## config.mk

```make
export PLATFORM = sky130hd
export DESIGN_NAME = pc_fetch_sequencer
export DESIGN_NICKNAME = d
export VERILOG_FILES = /design/src/rtl/pc_fetch_sequencer.sv
export SDC_FILE = /design/constraint.sdc
export NUM_CORES = 1
export LEC_CHECK = 0
export ABC_AREA = 1
export CAP_MARGIN = 5
export CORE_MARGIN = 5
export CORE_UTILIZATION = 40
export DETAILED_ROUTE_END_ITERATION = 12
export PLACE_DENSITY = 0.86
export SLEW_MARGIN = 20
export SYNTH_ARGS = -nofsm -noshare
export SYNTH_HDL_FRONTEND = slang
export SYNTH_SLANG_ARGS = --single-unit
export TNS_END_PERCENT = 5
```

## constraint.sdc

```tcl
create_clock -name clk -period 1.94 [get_ports clk]
set_input_delay 0.291 -clock clk [delete_from_list [all_inputs] [get_ports clk]]
set_output_delay 0.291 -clock clk [all_outputs]
set_load 0.005 [all_outputs]
```

## src/rtl/pc_fetch_sequencer.sv

```systemverilog
// PC register and instruction-fetch sequencer for the MIPS core front end.
// Fetches via a request/ready handshake and holds each word for decode.
module pc_fetch_sequencer #(
    parameter logic [31:0] RESET_VECTOR = 32'h0000_0000,
    parameter logic [31:0] EXC_VECTOR   = 32'h0000_0080
) (
    input  logic        clk,
    input  logic        reset,
    output logic        imem_req,
    output logic [31:0] imem_addr,
    input  logic        imem_ready,
    input  logic [31:0] imem_rdata,
    output logic [31:0] instr,
    output logic        instr_valid,
    output logic [31:0] pc,
    output logic [31:0] pc_plus4,
    input  logic        stall,
    input  logic        branch_taken,
    input  logic [31:0] branch_target,
    input  logic        jump,
    input  logic [31:0] jump_target,
    input  logic        exc,
    output logic [31:0] epc,
    output logic        misalign
);

    typedef enum logic [1:0] {
        BOOT,
        FETCH,
        HOLD
    } state_t;

    state_t      state_q, state_d;
    logic [31:0] pc_q, pc_d;
    logic [31:0] instr_q, instr_d;
    logic        instr_valid_q, instr_valid_d;
    logic [31:0] epc_q, epc_d;
    logic        misalign_q, misalign_d;
    logic        imem_req_q, imem_req_d;

    assign pc_plus4    = pc_q + 32'd4;
    assign pc          = pc_q;
    assign imem_addr   = pc_q;
    assign imem_req    = imem_req_q;
    assign instr       = instr_q;
    assign instr_valid = instr_valid_q;
    assign epc         = epc_q;
    assign misalign    = misalign_q;

    always_comb begin
        state_d       = state_q;
        pc_d          = pc_q;
        instr_d       = instr_q;
        instr_valid_d = instr_valid_q;
        epc_d         = epc_q;
        misalign_d    = 1'b0;
        unique case (state_q)
            BOOT: begin
                state_d = FETCH;
            end
            FETCH: begin
                if (exc) begin
                    // Redirect wins; any word returned this cycle is dropped
                    epc_d = pc_q;
                    pc_d  = EXC_VECTOR;
                end else if (imem_ready) begin
                    instr_d       = imem_rdata;
                    instr_valid_d = 1'b1;
                    state_d       = HOLD;
                end
            end
            HOLD: begin
                if (exc) begin
                    epc_d         = pc_q;
                    pc_d          = EXC_VECTOR;
                    instr_valid_d = 1'b0;
                    state_d       = FETCH;
                end else if (!stall) begin
                    instr_valid_d = 1'b0;
                    state_d       = FETCH;
                    if (jump) begin
                        pc_d       = {jump_target[31:2], 2'b00};
                        misalign_d = |jump_target[1:0];
                    end else if (branch_taken) begin
                        pc_d       = {branch_target[31:2], 2'b00};
                        misalign_d = |branch_target[1:0];
                    end else begin
                        pc_d = pc_plus4;
                    end
                end
            end
            default: begin
                state_d = BOOT;
            end
        endcase
        imem_req_d = (state_d == FETCH);
    end

    always_ff @(posedge clk) begin
        if (reset) begin
            state_q       <= BOOT;
            pc_q          <= RESET_VECTOR;
            instr_q       <= 32'h0;
            instr_valid_q <= 1'b0;
            epc_q         <= 32'h0;
            misalign_q    <= 1'b0;
            imem_req_q    <= 1'b0;
        end else begin
            state_q       <= state_d;
            pc_q          <= pc_d;
            instr_q       <= instr_d;
            instr_valid_q <= instr_valid_d;
            epc_q         <= epc_d;
            misalign_q    <= misalign_d;
            imem_req_q    <= imem_req_d;
        end
    end

endmodule
```

---- Yosys cells after proc, flatten, opt, wreduce, memory -nomap -nowiden ----
Cells that the tools add are included.
storage, ports and cells
  bits in registers ....................... 101
  bits in latches ......................... 0
  memory bits (writable) .................. 0
  memory bits (read-only) ................. 0
  input bits .............................. 103
  output and inout port bits .............. 163
  logic and storage cells ................. 45
  memories ................................ 0
operators by class
  $add $sub $neg .......................... 1
  multiply operators ...................... 0
  divide/modulo/power cells ............... 0
  $lt $le $gt $ge ......................... 0
  equal/unequal tests ..................... 7
  shift-type cells ........................ 0
  multiplexer cells ....................... 18
  bitwise operators ....................... 2
  reductions and logical operators ........ 10
operators by type and width
  operator                 count
  $mux W32                 5
  $pmux W32 S2             1
  $add A32 B3 Y32 const B  1
  $mux W2                  4
  $mux W1                  6
  $ne A2 B2 Y1 const B     3
  $pmux W2 S3              1
  $reduce_and A3 Y1        2
  $reduce_or A2 Y1         3
  $eq A2 B1 Y1 const B     2
  $reduce_and A4 Y1        1
  $reduce_or A4 Y1         1
  $ne A3 B3 Y1 const B     1
  $eq A2 B2 Y1 const B     1
  $logic_not A2 Y1         1
  $not A1 Y1               2
  $pmux W1 S2              1
  $reduce_and A2 Y1        1
  $reduce_bool A2 Y1       1

---- Logic depth before layout (Yosys ltp) ----
  word-level depth ........................ 6
  gate-level depth with buffers ........... 12
  depth with buffers taken out ............ 12

---- Worst setup path before layout ----
Ideal clock, no wire load.
  path type ............................... reg2out
  from .................................... register pc_q[2], in the netlist imem_addr[2]
  to ...................................... output pc_plus4[26]
  arrival ................................. 1.354 ns
  setup slack ............................. 0.295 ns
  cell stages (with the launch flop) ...... 8
  cells stage by stage .................... dfxtp_1 ha_1 inv_1 nor2_2 nand2_2 nor2_4 nand3_1 and2_1
between the ends
  word-level cells in the longest chain between the ends .. 1
ends and longest elaborated chain
  item                      line  text
  start: declaration        34    logic [31:0] pc_q, pc_d;
  start signal: assignment  110   pc_q <= pc_d;
  $add A32 B3 Y32           41    assign pc_plus4 = pc_q + 32'd4;
  end: declaration          16    output logic [31:0] pc_plus4,
No other way between the ends.

---- Worst setup path in the final report ----
Same ends and word-level chain as after synthesis.

==> flow_summary.ini <==
[run_status]
status = finished with violations
violations = setup timing

[timing]
grt_setup_unrepaired = true
setup_viol = 23
finalSetupTns_ns = -1.752
max_clock_freq_mhz = 476.0
whs_ns = 0.4441
setup_ws_ns = -0.1607
min_period_ns = 2.101
hold_violations = 0
clock_skew_ns = 0.01055
fin_crit_sh_pct = 108.3
slew_violations = 0

[detailed_routing]
routed_via_density = 5.026
drt_iter0_markers = 421
wl_per_cell_um = 16.37
antenna_left = 0
drcViolationCount = 0
drt-total-wl_mm = 20.51
num_vias = 6297
dr.pass1.iters = 5

[floorplan]
start_util_pct = 40.28
die_h_um = 124.8
fp.coreArea_sq_um = 13090
pin_count = 266
fp.dieW_um = 124.8
die-area_sq_um = 15570
rows = 42

[setup_path]
critPathMaxFanout = 4
cp-end-kind = output pin
arrival_ns = 1.81
crit_required_ns = 1.65
start_kind = register
path_class = register to output pin

[global_routing]
gr-total-overflow = 0
grt_pass1_vias = 5938
grt_pass1_wl_mm = 30.22
antenna_found_initial = 0
grt_max_degree = 40
grtUsageTotal_pct = 23.81

[clocking]
clk_latency_ns = 0.34
cts_root_buf = clkbuf_16
cts.htree.levels = 3
hold_buffers = 0
path_clk_slew_ns = 0.07
cts.sinks = 97
cts_tree = yes
cts_buffer_depth = 2
numCtsBuffers = 9

[finish]
fin_nets = 1181
final_common_cell = clkdlybuf4s50_1
area_growth_pct = 71.89
insertedDiodeCount = 0
most-common-layout-cells = clkdlybuf4s50_1 (229), nand2_1 (168), inv_1 (89)
drive_gt1_share_pct = 21.36

[placement]
io_buffers = 257
dp_hpwl_mm = 14.60
gp_congestion = 0.9131

[synthesis]
synth_warnings = 0
yosysUniqueCellTypes = 32
postSynthAreaPerCell_sq_um = 6.853
synth_area_sq_um = 5270
ys_seq_area_share_pct = 36.85
synth_cells = 769
synth-seq-cells = 97

[run]
drv_cap = 0

[worst_hold_path]
hp-class = register to register

[power_and_ir_drop]
power.static_leakage_nw = 3.770
cellPowerDensity_nw_per_um2 = 569.4
peakVddDrop_mv = 0.3775
-- layout make-up --
class | count | area (sq um)
fillers | 1004 | 4026
repair buffers | 360 | 3366
multi-input cells | 513 | 2804
flip-flops and latches | 97 | 1982
inverters | 91 | 341.6
clock buffers | 11 | 242.7
well taps | 176 | 220.2
clock inverters | 5 | 102.6
-- path summary, 6_finish.rpt --
check	from	to	slack, ns	cells after the start
worst max-delay path	imem_addr[2]	pc_plus4[26]	-0.16	10
worst min-delay path	instr[5]	instr[5]	0.44	2
worst max register to register	imem_addr[3]	imem_addr[11]	-0.08	15
worst min register to register	instr[5]	instr[5]	0.44	2
-- layer usage --
layer | wire length [um] | global-route usage (%) | vias up
li1 | - | - | 2996
met2 | 10320 | 42.24 | 327
met3 | 1554 | 5.532 | 49
met5 | 0 | 0 | -
met1 | 8077 | 28.11 | 2925
met4 | 559 | 8.124 | 0
-- worst max-delay path: stages (launching register included) --
cell	delay (ns)
dfxtp_4	0.39
ha_4	0.14
inv_2	0.04
nor2_4	0.13
nand2_4	0.09
nor2_4	0.18
buf_6	0.13
nand2_2	0.05
nand2_2	0.09
and2_4	0.15
buf_6	0.09
-- where the power goes --
part / switching (W) / internal, W
Sequential: 0.0000570 / 0.00209
Clock: 0.000765 / 0.00129
Combinational: 0.000409 / 0.000543
Total: 0.00123 / 0.00393
-- kinds of logic (layout without fill, tap and decap cells) --
family | after synthesis | in the layout | share of synthesized area, %
flip-flops | 97 | 97 | 36.85
XOR/XNOR | 15 | 15 | 3.063
other | 1 | 8 | 0.07116
adder cells (fa/ha/maj) | 6 | 6 | 1.424
AND/OR/NAND/NOR | 306 | 306 | 24.43
AO/OA/AOI/OAI | 178 | 178 | 19.25
buffers and inverters | 166 | 467 | 14.91
-- sequential cells by signal, summed over array words and instances, names as in the netlist --
name	cells
instr	32
imem_addr	30
imem_req	1
epc	30
misalign	1
instr_valid	1
state_q	2
-- through the flow --
stage | total power [W] | cells | instance area, sq um | setup slack, ns | util, %
2_1_floorplan | 0.002568 | 776 | 5296 | 0.2952 | -
3_3_place_gp | 0.003123 | 1213 | 8342 | -0.1634 | 63.75
3_5_place_dp | 0.003146 | 1213 | 8342 | -0.2411 | 63.75
4_1_cts | 0.005186 | 1249 | 8886 | -0.1153 | 67.91
5_1_grt | 0.005369 | 1253 | 9059 | -0.2179 | 69.23
6_report | 0.005158 | 1253 | 9059 | -0.1607 | 69.23
-- timing repair --
| action | in CTS | in global routing |
|---|---|---|
| gates resized for setup | 131 | 58 |
| endpoints found under the setup margin | 28 | 56 |
| setup buffers | 20 | 4 |
| pin swaps | 21 | 22 |
-- Yosys cell counts --
library cell	n	area (sq um)
nor3_1	1	5.000
buf_6	1	11.26
ha_1	6	75.07
nand2_2	2	12.51
nor2_4	9	101.4
dfxtp_1	97	1942
buf_4	39	292.8
a221oi_1	2	17.52
a22o_1	24	210.2
buf_2	7	35.03
a21oi_2	3	26.28
nor2_1	82	307.8
inv_1	91	341.6
o21ai_1	1	5.000
and2_1	4	25.02
nor3b_1	1	7.510
o21ai_0	70	350.3
xnor2_1	5	43.79
nor4_1	1	6.260
a2111oi_0	1	8.760
clkbuf_1	28	105.1
nor2_2	2	12.51
nand2_1	184	690.7
o22ai_1	3	18.77
xor2_2	4	65.06
nand2_4	1	11.26
nand3b_1	5	37.54
o211ai_1	3	22.52
xor2_1	6	52.55
a21oi_1	71	355.3
conb_1	1	3.750
nand3_1	14	70.07
(Power assumes the default switching activity.)
